===== src/rtl/wt_cache_pkg.sv =====
// Shared types for the write-through dcache to L1.5 store path: request
// struct, size encodings and the big-endian data swizzle.
package wt_cache_pkg;

    localparam int unsigned PADDR_W    = 56;
    localparam int unsigned L15_ADDR_W = 40;
    localparam int unsigned TID_W      = 2;

    typedef enum logic [1:0] {
        SIZE_B = 2'd0,
        SIZE_H = 2'd1,
        SIZE_W = 2'd2,
        SIZE_D = 2'd3
    } st_size_e;

    typedef enum logic [2:0] {
        L15_SIZE_1B = 3'b000,
        L15_SIZE_2B = 3'b001,
        L15_SIZE_4B = 3'b010,
        L15_SIZE_8B = 3'b011
    } l15_size_e;

    typedef enum logic {
        ST_IDLE = 1'b0,
        ST_SEND = 1'b1
    } issue_state_e;

    typedef struct packed {
        logic [PADDR_W-1:0] paddr;
        logic [63:0]        data;
        st_size_e           size;
        logic [TID_W-1:0]   tid;
    } wt_l15_st_req_t;

    // Pick the size-aligned field out of the little-endian lanes, fill all
    // 64 bits with copies of it, then present the bytes in big-endian order.
    function automatic logic [63:0] swizzle_be(input logic [63:0] data,
                                               input logic [2:0]  off,
                                               input st_size_e    size);
        logic [63:0] rep;
        logic [63:0] res;
        case (size)
            SIZE_B:  rep = {8{data[{off, 3'b000} +: 8]}};
            SIZE_H:  rep = {4{data[{off[2:1], 4'b0000} +: 16]}};
            SIZE_W:  rep = {2{data[{off[2], 5'b00000} +: 32]}};
            default: rep = data;
        endcase
        for (int i = 0; i < 8; i++) begin
            res[i*8 +: 8] = rep[(7-i)*8 +: 8];
        end
        return res;
    endfunction

    function automatic logic is_aligned(input logic [2:0] off, input st_size_e size);
        case (size)
            SIZE_H:  return off[0] == 1'b0;
            SIZE_W:  return off[1:0] == 2'b00;
            SIZE_D:  return off == 3'b000;
            default: return 1'b1;
        endcase
    endfunction

endpackage


===== src/rtl/fifo_v3.sv =====
// Small synchronous FIFO used as the input skid buffer; DEPTH must be a
// power of two of at least 2 so the pointers wrap naturally.
module fifo_v3 #(
    parameter int unsigned DEPTH = 2,
    parameter type         dtype = logic
) (
    input  logic clk_i,
    input  logic rst_ni,
    input  logic push_i,
    input  dtype data_i,
    input  logic pop_i,
    output dtype data_o,
    output logic full_o,
    output logic empty_o
);

    localparam int unsigned ADDR_W = (DEPTH > 1) ? $clog2(DEPTH) : 1;

    dtype              mem_q [DEPTH];
    logic [ADDR_W-1:0] wr_ptr_q;
    logic [ADDR_W-1:0] rd_ptr_q;
    logic [ADDR_W:0]   cnt_q;
    logic              push_ok;
    logic              pop_ok;

    assign full_o  = (cnt_q == (ADDR_W+1)'(DEPTH));
    assign empty_o = (cnt_q == '0);
    assign push_ok = push_i && !full_o;
    assign pop_ok  = pop_i && !empty_o;
    assign data_o  = mem_q[rd_ptr_q];

    always_ff @(posedge clk_i or negedge rst_ni) begin
        if (!rst_ni) begin
            wr_ptr_q <= '0;
            rd_ptr_q <= '0;
            cnt_q    <= '0;
        end else begin
            if (push_ok) wr_ptr_q <= wr_ptr_q + ADDR_W'(1);
            if (pop_ok)  rd_ptr_q <= rd_ptr_q + ADDR_W'(1);
            case ({push_ok, pop_ok})
                2'b10:   cnt_q <= cnt_q + (ADDR_W+1)'(1);
                2'b01:   cnt_q <= cnt_q - (ADDR_W+1)'(1);
                default: cnt_q <= cnt_q;
            endcase
        end
    end

    // NOTE: storage has no reset; an entry is only read after it was written,
    // so clearing it would buy nothing but reset fan-out.
    always_ff @(posedge clk_i) begin
        if (push_ok) mem_q[wr_ptr_q] <= data_i;
    end

endmodule


===== src/rtl/wt_l15_store_adapter.sv =====
// Turns committed write-buffer stores into big-endian L1.5 store requests,
// bounds the stores in flight and returns per-TID acks.
module wt_l15_store_adapter
    import wt_cache_pkg::*;
#(
    parameter int unsigned MAX_OUT    = 7,
    parameter int unsigned FIFO_DEPTH = 2
) (
    input  logic                  clk_i,
    input  logic                  rst_ni,
    input  logic                  req_valid_i,
    output logic                  req_ready_o,
    input  logic [PADDR_W-1:0]    req_paddr_i,
    input  logic [63:0]           req_data_i,
    input  logic [1:0]            req_size_i,
    input  logic [TID_W-1:0]      req_tid_i,
    output logic                  l15_val_o,
    input  logic                  l15_ack_i,
    output logic [L15_ADDR_W-1:0] l15_address_o,
    output logic [63:0]           l15_data_o,
    output logic [2:0]            l15_size_o,
    output logic [TID_W-1:0]      l15_threadid_o,
    input  logic                  l15_st_ack_i,
    input  logic [TID_W-1:0]      l15_st_ack_tid_i,
    output logic                  ack_valid_o,
    output logic [TID_W-1:0]      ack_tid_o,
    output logic                  idle_o,
    output logic                  err_o
);

    localparam int unsigned      CNT_W   = $clog2(MAX_OUT + 1);
    localparam logic [CNT_W-1:0] CNT_MAX = CNT_W'(MAX_OUT);

    wt_l15_st_req_t        fifo_in;
    wt_l15_st_req_t        fifo_head;
    logic                  fifo_full;
    logic                  fifo_empty;
    logic                  fifo_pop;
    logic                  latch_head;
    logic                  issue_ack;

    issue_state_e          state_q,  state_d;
    logic [CNT_W-1:0]      out_cnt_q, out_cnt_d;
    logic                  err_q,    err_d;
    logic [L15_ADDR_W-1:0] addr_q;
    logic [63:0]           data_q;
    l15_size_e             size_q;
    logic [TID_W-1:0]      tid_q;
    logic                  ack_valid_q;
    logic [TID_W-1:0]      ack_tid_q;
    logic                  unused_paddr_hi;

    assign fifo_in = '{paddr: req_paddr_i, data: req_data_i,
                       size: st_size_e'(req_size_i), tid: req_tid_i};

    // Ready depends only on FIFO occupancy, never on l15_ack_i.
    assign req_ready_o = !fifo_full;

    fifo_v3 #(
        .DEPTH (FIFO_DEPTH),
        .dtype (wt_l15_st_req_t)
    ) i_skid_fifo (
        .clk_i   (clk_i),
        .rst_ni  (rst_ni),
        .push_i  (req_valid_i && req_ready_o),
        .data_i  (fifo_in),
        .pop_i   (fifo_pop),
        .data_o  (fifo_head),
        .full_o  (fifo_full),
        .empty_o (fifo_empty)
    );

    assign unused_paddr_hi = ^fifo_head.paddr[PADDR_W-1:L15_ADDR_W];

    // NOTE: every signal driven here gets a default first so no path through
    // the case statement can leave it unassigned and infer a latch.
    always_comb begin
        state_d    = state_q;
        latch_head = 1'b0;
        fifo_pop   = 1'b0;
        case (state_q)
            ST_IDLE: begin
                if (!fifo_empty && (out_cnt_q < CNT_MAX)) begin
                    state_d    = ST_SEND;
                    latch_head = 1'b1;
                end
            end
            ST_SEND: begin
                if (l15_ack_i) begin
                    state_d  = ST_IDLE;
                    fifo_pop = 1'b1;
                end
            end
            default: state_d = ST_IDLE;
        endcase
    end

    assign issue_ack = (state_q == ST_SEND) && l15_ack_i;

    always_comb begin
        out_cnt_d = out_cnt_q;
        err_d     = err_q;
        if (l15_st_ack_i && (out_cnt_q == '0)) err_d = 1'b1;
        case ({issue_ack, l15_st_ack_i})
            2'b10:   out_cnt_d = out_cnt_q + CNT_W'(1);
            2'b01:   if (out_cnt_q != '0) out_cnt_d = out_cnt_q - CNT_W'(1);
            default: out_cnt_d = out_cnt_q;
        endcase
    end

    always_ff @(posedge clk_i or negedge rst_ni) begin
        if (!rst_ni) begin
            state_q     <= ST_IDLE;
            out_cnt_q   <= '0;
            err_q       <= 1'b0;
            addr_q      <= '0;
            data_q      <= '0;
            size_q      <= L15_SIZE_1B;
            tid_q       <= '0;
            ack_valid_q <= 1'b0;
            ack_tid_q   <= '0;
        end else begin
            state_q     <= state_d;
            out_cnt_q   <= out_cnt_d;
            err_q       <= err_d;
            ack_valid_q <= l15_st_ack_i;
            ack_tid_q   <= l15_st_ack_tid_i;
            if (latch_head) begin
                addr_q <= fifo_head.paddr[L15_ADDR_W-1:0];
                data_q <= swizzle_be(fifo_head.data, fifo_head.paddr[2:0], fifo_head.size);
                size_q <= l15_size_e'({1'b0, fifo_head.size});
                tid_q  <= fifo_head.tid;
            end
        end
    end

    assign l15_val_o      = (state_q == ST_SEND);
    assign l15_address_o  = addr_q;
    assign l15_data_o     = data_q;
    assign l15_size_o     = size_q;
    assign l15_threadid_o = tid_q;
    assign ack_valid_o    = ack_valid_q;
    assign ack_tid_o      = ack_tid_q;
    assign err_o          = err_q;
    assign idle_o         = fifo_empty && (state_q == ST_IDLE) && (out_cnt_q == '0);

    // Misaligned stores are the write buffer's responsibility.
    req_aligned_a: assert property (@(posedge clk_i) disable iff (!rst_ni)
        (req_valid_i && req_ready_o) |-> is_aligned(req_paddr_i[2:0], st_size_e'(req_size_i)));

    val_stable_a: assert property (@(posedge clk_i) disable iff (!rst_ni)
        (l15_val_o && !l15_ack_i) |=> (l15_val_o && $stable(l15_data_o)
                                       && $stable(l15_address_o) && $stable(l15_threadid_o)));

endmodule


===== config.mk =====
export PLATFORM = sky130hd
export DESIGN_NAME = wt_l15_store_adapter
export DESIGN_NICKNAME = d
export VERILOG_FILES = /design/src/rtl/wt_cache_pkg.sv /design/src/rtl/fifo_v3.sv /design/src/rtl/wt_l15_store_adapter.sv
export SDC_FILE = /design/constraint.sdc
export NUM_CORES = 1
export LEC_CHECK = 0
export BUFFER_PORTS_ARGS = -buffer_cell sky130_fd_sc_hd__buf_2
export CAP_MARGIN = 5
export CORE_ASPECT_RATIO = 1.75
export CORE_UTILIZATION = 35
export DETAILED_ROUTE_END_ITERATION = 12
export SYNTH_ARGS = -nofsm -noshare
export SYNTH_HDL_FRONTEND = slang
export SYNTH_SLANG_ARGS = --single-unit

===== constraint.sdc =====
create_clock -name clk_i -period 15.7 [get_ports clk_i]
set_input_delay 2.355 -clock clk_i [delete_from_list [all_inputs] [get_ports clk_i]]
set_output_delay 2.355 -clock clk_i [all_outputs]
set_load 0.02 [all_outputs]

=== After elaboration in Yosys (flattened, before gate mapping) ===
Memory sizes are Yosys's and may differ from the RTL's.
Index checks and enable logic that the tools add are counted.
W data, S select, Z words.

* Register bits: 120
* Memory bits (writable): 248
* Input bits: 131
* Output and inout bits: 116
* Word-level logic and storage cells: 61
* Memories kept: 1

{| class="wikitable"
|+ Memory list
! memory !! depth !! bits a word !! rd ports !! clocked after Yosys merged registers in !! wr ports !! RTL line !! source
|-
| i_skid_fifo.mem_q || 2 || 124 || 1 || 0 || 1 || fifo_v3.sv:19 || <nowiki>dtype mem_q [DEPTH];</nowiki>
|}

* Add/sub/neg operators: 6
* Magnitude comparators: 1
* Eq/ne operators: 8
* Shift operators: 3
* Mux-type cells: 12
* Bitwise gates (word level): 1
* Reductions and logical operators: 17

{| class="wikitable"
|+ Operator list
! kind !! count
|-
| $pmux W64 S3 || 1
|-
| $shiftx A64 B7 Y16 || 1
|-
| $shiftx A64 B7 Y32 || 1
|-
| $shiftx A64 B7 Y8 || 1
|-
| $eq A2 B2 Y1 const B || 4
|-
| $logic_and A1 B1 Y1 || 8
|-
| $mux W1 || 7
|-
| $eq A2 B1 Y1 const B || 3
|-
| $pmux W3 S2 || 1
|-
| $logic_not A2 Y1 || 2
|-
| $pmux W2 S2 || 1
|-
| $reduce_bool A2 Y1 || 2
|-
| $add A3 B1 Y3 const B || 1
|-
| $logic_not A3 Y1 || 1
|-
| $lt A3 B3 Y1 const B || 1
|-
| $mux W3 || 1
|-
| $reduce_bool A3 Y1 || 1
|-
| $sub A3 B1 Y3 const B || 1
|-
| $add A1 B1 Y1 const B || 2
|-
| $add A2 B1 Y2 const B || 1
|-
| $logic_not A1 Y1 || 2
|-
| $ne A2 B2 Y1 const B || 1
|-
| $pmux W1 S2 || 1
|-
| $reduce_and A2 Y1 || 1
|-
| 2 further kinds || 2
|}

=== Longest topological paths before layout ===
Gate-level depths: netlist of the first run.

* Depth in word-level cells: 6
* Mapped depth: 9
* Depth with buffers taken out: 7

=== By module ===
From an unflattened synthesis of the first run, not the netlist that was laid out.

* Cell total of the unflattened synthesis: 987
* Area total of the unflattened synthesis: 15598.7 µm²

{| class="wikitable"
|+ By module, submodules not included
! module !! instances !! cells an instance !! area each (µm²) !! sequential area each (µm²)
|-
| fifo_v3 || 1 || 404 || 9339.0 || 7547.2
|-
| wt_l15_store_adapter || 1 || 583 || 6259.8 || 2902.8
|}

=== Worst setup path before layout of the first run ===
OpenSTA, ideal clock, no wires.

* Kind: input to register
* Start point: input port req_valid_i
* End point: memory i_skid_fifo.mem_q[0][0] in the netlist's numbering, enable pin
* Setup time: 0.576 ns
* Arrival time: 6.949 ns
* Required time: 15.124 ns
* Setup slack: 8.175 ns
* Cell stages on the path: 2
* Buffers on the path: 0
* Path through: nand2_1 > nor2_1

* Cells in the longest elaborated chain, start to end: 4

{| class="wikitable"
|+ Ends and longest elaborated chain
! element !! RTL line !! source
|-
| from (decl) || wt_l15_store_adapter.sv:11 || <nowiki>input logic req_valid_i,</nowiki>
|-
| $logic_and A1 B1 Y1 || wt_l15_store_adapter.sv:65 || <nowiki>.push_i (req_valid_i && req_ready_o),</nowiki>
|-
| $logic_and A1 B1 Y1 || fifo_v3.sv:28 || <nowiki>assign push_ok = push_i && !full_o;</nowiki>
|-
| $mux W1 || fifo_v3.sv:51 || <nowiki>if (push_ok) mem_q[wr_ptr_q] <= data_i;</nowiki>
|-
| $mux W1 (not written as such) || fifo_v3.sv:51 ||
|-
| to (decl) || fifo_v3.sv:19 ||
|}

Every way passes these cells.

=== Worst setup path in the final report of the first run ===
* Start point: register out_cnt_q[2]
* End point: output port idle_o

* Cells in the longest elaborated chain, start to end: 2

{| class="wikitable"
|+ Ends and longest elaborated chain
! element !! RTL line !! source
|-
| from (decl) || wt_l15_store_adapter.sv:43 || <nowiki>logic [CNT_W-1:0] out_cnt_q, out_cnt_d;</nowiki>
|-
| from (signal assigned) || wt_l15_store_adapter.sv:124 || <nowiki>out_cnt_q <= out_cnt_d;</nowiki>
|-
| $logic_not A3 Y1 || wt_l15_store_adapter.sv:145 || <nowiki>assign idle_o = fifo_empty && (state_q == ST_IDLE) && (out_cnt_q == '0);</nowiki>
|-
| $logic_and A1 B1 Y1 || wt_l15_store_adapter.sv:145 ||
|-
| to (decl) || wt_l15_store_adapter.sv:27 || <nowiki>output logic idle_o,</nowiki>
|}

Every way passes these cells.

==> flow_metrics.py, run 1 <==
metrics = {
    "status": {
        "outcome": "complete, no violations",
    },
    "floorplanning": {
        "coreArea_um2": 40700,
        "die_h_um": 271,
        "die_width_um": 155,
        "rows": 98,
        "dieArea_um2": 42100,
        "io_pins": 247,
        "initial_core_util_pct": 35.4,
    },
    "timing": {
        "setup_viol": 0,
        "rsz0062_at_grt": "false",
        "fin_crit_ns": 4.23,
        "max_freq_ghz": 0.236,
        "worstMarginPinSlew_ns": 0.993,
        "hold_viol": 0,
        "relSlewSlack_pct": 33.8,
        "hold_slack_ns": 0.475,
        "clock_skew_ns": 0.0144,
        "slew_violations": 0,
        "min_period_over_period_pct": 27.0,
        "setup_tns_ns": 0,
    },
    "pwr": {
        "intPower_mw": 2.35,
        "seqPwrFrac_pct": 37.6,
        "p_comb_share_pct": 40.4,
        "power_frac_clock_pct": 22.0,
        "switching_share_pct": 39.2,
        "p_per_area_nw_per_um2": 224,
        "total_power_mw": 3.86,
        "p_sw_mw": 1.51,
        "vdd_drop_max_mv": 0.128,
        "p_leak_nw": 6.77,
    },
    "clocking": {
        "cts_root_buffer": "clkbuf_16",
        "clock_path_buffers": 3,
        "clk_pin_slew_ns": 0.07,
        "cts_resized": 0,
        "cts_hold_buf": 0,
        "cts_tree": "done",
        "numCtsBuffers": 31,
        "cts_htree_levels": 1,
        "post-cts-setup-buffers": 0,
        "clock_latency_ns": 0.58,
        "clock-sinks": 336,
    },
    "cells_and_area": {
        "drive_gt1_share_pct": 25.5,
        "nFillCells": 3886,
        "final_common_cell": "buf_2",
        "final_nets": 1373,
        "mostFrequentLayoutCells": "buf_2, edfxtp_1, mux2i_1",
        "finalNonFillerCells": 1822,
        "flow.area_growth_from_synthesis_pct": 19.3,
        "stdcell_area_um2": 17200,
    },
    "worst_setup_path": {
        "crit_family": "simple AND/OR/NAND/NOR gates",
        "cpPeakStageDelay_ns": 0.47,
        "path_buf_inv": 1,
        "cp-end-kind": "primary output",
        "slowest_stage": "dfrtp_1",
        "worstPathCellList": "or3_1 > nor4_1 > buf_2",
        "critPathRequiredTime_ns": 13.35,
        "cp.arrival_ns": 1.88,
        "ff2ff_path_depth": 7,
        "r2r_slack_ns": 11.75,
        "crit_type": "flop to primary output",
        "cp-start-kind": "flop",
        "reg2reg_from": "i_skid_fifo.rd_ptr_q$_DFFE_PN0P_",
        "worstPathMaxFanout": 7,
        "timing.rr.end": "l15_data_o[32]$_DFFE_PN0P_",
    },
    "synthesis": {
        "synth_seq_cells": 336,
        "synthCells": 1027,
        "synth_warnings": 0,
        "seq_area_frac_synth_pct": 65.8,
        "synth_cell_types": 45,
        "synth_fp_nets": 1160,
        "synth.cell_area_um2": 14400,
        "syn_avg_cell_area_um2": 14.1,
    },
    "global_route": {
        "grt_util_all_layers_pct": 18.5,
        "grt_pass1_wl_um": 58800,
        "grt-ovfl-total": 0,
        "grt_max_degree": 84,
        "antenna_found_initial": 14,
        "grt_pass1_vias": 9742,
    },
    "routing": {
        "wl_per_cell_um": 21.3,
        "vias_per_cell": 5.23,
        "route.detailed.drc": 0,
        "wl_um": 38800,
        "vias": 9531,
        "ant_nets": 0,
        "drt_first_pass_iters": 5,
        "drtIter0Drc": 490,
    },
    "placement": {
        "placed_area_um2": 16100,
        "dpl.hpwl_um": 26400,
        "dpl.cell_count": 1757,
        "portBuffers": 229,
        "place.gp.congestion": 0.834,
    },
    "hold_path": {
        "hp-class": "flop to flop",
        "holdCritStartpoint": "l15_address_o[31]$_DFFE_PN0P_",
        "min_to": "l15_address_o[31]$_DFFE_PN0P_",
        "hold_depth": 2,
    },
    "job": {
        "max-cap-violations": 0,
    },
}
[tightest hold or removal path: stages (launching register included)]
cell	delay [ns]
dfrtp_1	0.34
nand2_1	0.05
o21ai_0	0.06
[metal layers]
metal	share of wire [%]	wire [µm]	track usage, %	vias to the layer above
li1	-	-	-	4365
met1	37	14400	20.9	4740
met2	53	20500	33.0	327
met3	6.4	2480	4.28	87
met4	3.5	1350	7.97	12
met5	0.17	65	0	-
[through the flow]
stage               worst slack, ns  util (%)
floorplan                      8.18         -
global placement              11.25      39.4
detailed placement            11.24      39.4
CTS                           11.45      42.3
global route                  11.41      42.3
finish                        11.47      42.3
[how the worst max path moves through the flow]
stage                        startpoint                                 end  slack, ns  cells past startpoint
3_3_place_gp                req_valid_i  i_skid_fifo.mem_q[1][25]$_DFFE_PP_      11.25                      3
2_1_floorplan               req_valid_i   i_skid_fifo.mem_q[0][0]$_DFFE_PP_       8.18                      2
6_report       out_cnt_q[2]$_DFFE_PN0P_                              idle_o      11.47                      3
5_1_grt        out_cnt_q[2]$_DFFE_PN0P_                              idle_o      11.41                      3
3_5_place_dp                req_valid_i  i_skid_fifo.mem_q[1][25]$_DFFE_PP_      11.24                      3
4_1_cts        out_cnt_q[0]$_DFFE_PN0P_                              idle_o      11.45                      3
[layout make-up]
cell class	count	area, µm²	share of cell area, %
Sequential cell	336	9490	55.1
Antenna cell	7	17.5	0.102
Inverter	5	18.8	0.109
Timing Repair Buffer	243	1260	7.30
Clock inverter	18	307	1.78
Tap cell	550	688	4.00
Multi-Input combinational cell	623	4600	26.7
Clock buffer	40	840	4.88
[power groups by stage]
stage | Clock [mW] | Sequential (mW) | Combinational (mW)
3_3_place_gp | 0 | 1.46 | 1.54
2_1_floorplan | 0 | 1.58 | 0.969
6_report | 0.848 | 1.45 | 1.56
4_1_cts | 0.867 | 1.46 | 1.57
5_1_grt | 0.892 | 1.48 | 1.70
3_5_place_dp | 0 | 1.47 | 1.57
[synth_stat cells (all sizes together)]
cell type  count  area share (%)
nand3          7            0.24
or3b           1           0.061
a311o          1           0.069
o21ai         52             1.8
nand3b         1           0.052
a211oi        32             1.7
a31oi          2           0.087
or4b           2            0.14
or4bb          1           0.078
ha             1           0.087
conb           1           0.026
edfxtp       216              45
a311oi         1           0.061
dfrtp        120              21
o32a          64             4.4
buf           31             1.8
or4            1           0.052
o211ai         2            0.10
mux2i        159              12
nor2b          1           0.043
nor4           1           0.043
a32oi         27             1.7
or3            2           0.087
xor2           2            0.12
fa             1            0.14
clkbuf        32            0.83
mux2           5            0.42
nand2        115             3.0
inv            5            0.13
nand2b         1           0.043
xnor2          4            0.24
and2          30             1.3
o21bai         1           0.052
nor2          73             1.9
nand4         16            0.69
a21oi         14            0.59
and3           1           0.043
a221o          1           0.069
[state kept, by name (all words and copies together), names as in the netlist, 2 cells and up]
signal / cells
out_cnt_q: 3
i_skid_fifo.cnt_q: 2
l15_threadid_o: 2
l15_size_o: 2
i_skid_fifo.mem_q: 216
l15_address_o: 40
l15_data_o: 64
ack_tid_o: 2
[cell families after synthesis]
logic type | share of synthesized area [%]
compound gates | 10.6
xor+xnor | 0.364
fa+ha+maj | 0.225
buf+inv | 2.75
flops | 65.8
mux | 12.5
other cells | 0.0260
simple gates | 7.77
(Power assumes the default switching activity.)
==> run 2, diff against run 1 <==
==> constraint.sdc (replaced) <==
create_clock -name clk_i -period 4.16 [get_ports clk_i]
set_input_delay 0.624 -clock clk_i [delete_from_list [all_inputs] [get_ports clk_i]]
set_output_delay 0.624 -clock clk_i [all_outputs]
set_load 0.02 [all_outputs]
==> run 2 against run 1 <==
Net effect:
- sequential power grew to 3.8 times the previous value
- routed wire length shrank 2.4%
- via count grew 0.12%
- critical path depth grew 2
- die area is the same
- combinational power grew to 3.8 times the previous value
- design area grew 0.14%
- critical endpoint is now l15_data_o[1]$_DFFE_PN0P_
- largest cell class unchanged
- hold slack lost 0.38 ns
==> flow_metrics.py, run 2 (synthesis results as in run 1) <==
metrics = {
    "clocking": {
        "cts_resized": 0,
        "cts_tree": "done",
        "clock_path_buffers": 3,
        "numCtsBuffers": 31,
        "clk_pin_slew_ns": 0.07,
        "clock-sinks": 336,
        "clock_latency_ns": 0.59,
        "post-cts-setup-buffers": 0,
        "cts_root_buffer": "clkbuf_16",
        "cts_htree_levels": 1,
        "cts_hold_buf": 0,
    },
    "cells_and_area": {
        "final_nets": 1378,
        "largest_reg_flops": 216,
        "flow.area_growth_from_synthesis_pct": 19.5,
        "stdcell_area_um2": 17200,
        "top_register": "i_skid_fifo.mem_q",
        "drive_gt1_share_pct": 25.6,
        "final_common_cell": "buf_2",
        "nFillCells": 3836,
        "mostFrequentLayoutCells": "buf_2, edfxtp_1, mux2i_1",
    },
    "worst_setup_path": {
        "cp-start-kind": "flop",
        "crit_type": "flop to flop",
        "cp-end-kind": "flop",
        "ff2ff_path_depth": 5,
        "cp.arrival_ns": 3.59,
        "worstPathMaxFanout": 33,
        "critPathRequiredTime_ns": 4.62,
        "r2r_slack_ns": 1.03,
    },
    "hold_path": {
        "hp-class": "input pin to async pin",
    },
    "global_route": {
        "antenna_found_initial": 22,
        "grt_pass1_vias": 9861,
        "grt_util_all_layers_pct": 18.1,
        "grt_max_degree": 95,
        "grt-ovfl-total": 0,
        "grt_pass1_wl_um": 57800,
    },
    "pwr": {
        "p_leak_nw": 6.78,
        "vdd_drop_max_mv": 0.476,
        "total_power_mw": 14.4,
        "p_per_area_nw_per_um2": 837,
    },
    "timing": {
        "setup_viol": 0,
        "min_period_over_period_pct": 75.3,
        "hold_viol": 0,
        "clock_skew_ns": 0.0277,
        "setup_tns_ns": 0,
        "max_freq_ghz": 0.319,
        "slew_violations": 0,
        "fin_crit_ns": 3.13,
        "hold_slack_ns": 0.0915,
        "rsz0062_at_grt": "false",
        "worstMarginPinSlew_ns": 0.970,
        "relSlewSlack_pct": 35.3,
    },
    "floorplanning": {
        "io_pins": 247,
        "initial_core_util_pct": 35.4,
        "rows": 98,
        "dieArea_um2": 42100,
        "coreArea_um2": 40700,
        "die_h_um": 271,
        "die_width_um": 155,
    },
    "routing": {
        "wl_um": 37900,
        "vias": 9542,
        "vias_per_cell": 5.23,
        "drt_first_pass_iters": 5,
        "wl_per_cell_um": 20.7,
        "ant_nets": 0,
        "route.detailed.drc": 0,
        "drtIter0Drc": 513,
    },
    "placement": {
        "place.gp.congestion": 0.836,
        "portBuffers": 229,
        "placed_area_um2": 16100,
        "dpl.hpwl_um": 26400,
    },
    "job": {
        "max-cap-violations": 0,
    },
    "status": {
        "outcome": "complete, no violations",
    },
}
## run 2: worst paths after layout
path                                                  startpoint                       endpoint
worst max-delay path            i_skid_fifo.rd_ptr_q$_DFFE_PN0P_      l15_data_o[1]$_DFFE_PN0P_
worst min register to register     l15_threadid_o[1]$_DFFE_PN0P_  l15_threadid_o[1]$_DFFE_PN0P_
worst min-delay path                                      rst_ni  l15_address_o[30]$_DFFE_PN0P_
worst max register to register  i_skid_fifo.rd_ptr_q$_DFFE_PN0P_      l15_data_o[1]$_DFFE_PN0P_
min in group clk_i                           l15_st_ack_tid_i[0]         ack_tid_o[0]$_DFF_PN0_
max in group asynchronous                                 rst_ni  l15_address_o[18]$_DFFE_PN0P_
## run 2: per-stage QoR
step                      util [%]  setup WS (ns)  instances
after CTS                     42.3           1.05       1820
after detailed placement      39.6           1.06       1762
after floorplan                  -         0.0785       1027
after global routing          42.4          0.912       1824
final                         42.4           1.03       1825
after global placement        39.6           1.12       1762
## run 2: cell type report
class                      instances  area (µm²)  area share (%)
sequential                       336        9490            55.1
multi-input combinational        623        4600            26.7
antenna                            5        12.5          0.0726
timing repair buffer             248        1330            7.73
clock buffer                      40         830            4.81
inverter                           5        18.8           0.109
tap                              550         688            3.99
clock inverter                    18         270            1.57
## run 2: report_power, final
| group | switching, mW | internal (mW) |
|---|---|---|
| logic | 3.71 | 2.19 |
| clock network | 1.25 | 1.84 |
| registers | 0.681 | 4.76 |
| total | 5.64 | 8.80 |
## run 2: critical path: stages (launching register included)
cell and delay (ns):
dfrtp_4 0.81, mux2i_4 0.83, a21oi_2 0.28, a32oi_1 0.33
nand4_1 0.31, o32a_1 0.42
## run 2: routing by layer
layer / vias to the layer above / global-route usage [%] / part of all wire (%)
met1: 4725 / 19.4 / 36
met3: 105 / 5.13 / 7.2
met5: - / 0 / 0.43
met2: 313 / 32.3 / 53
li1: 4373 / - / -
met4: 26 / 8.64 / 3.7
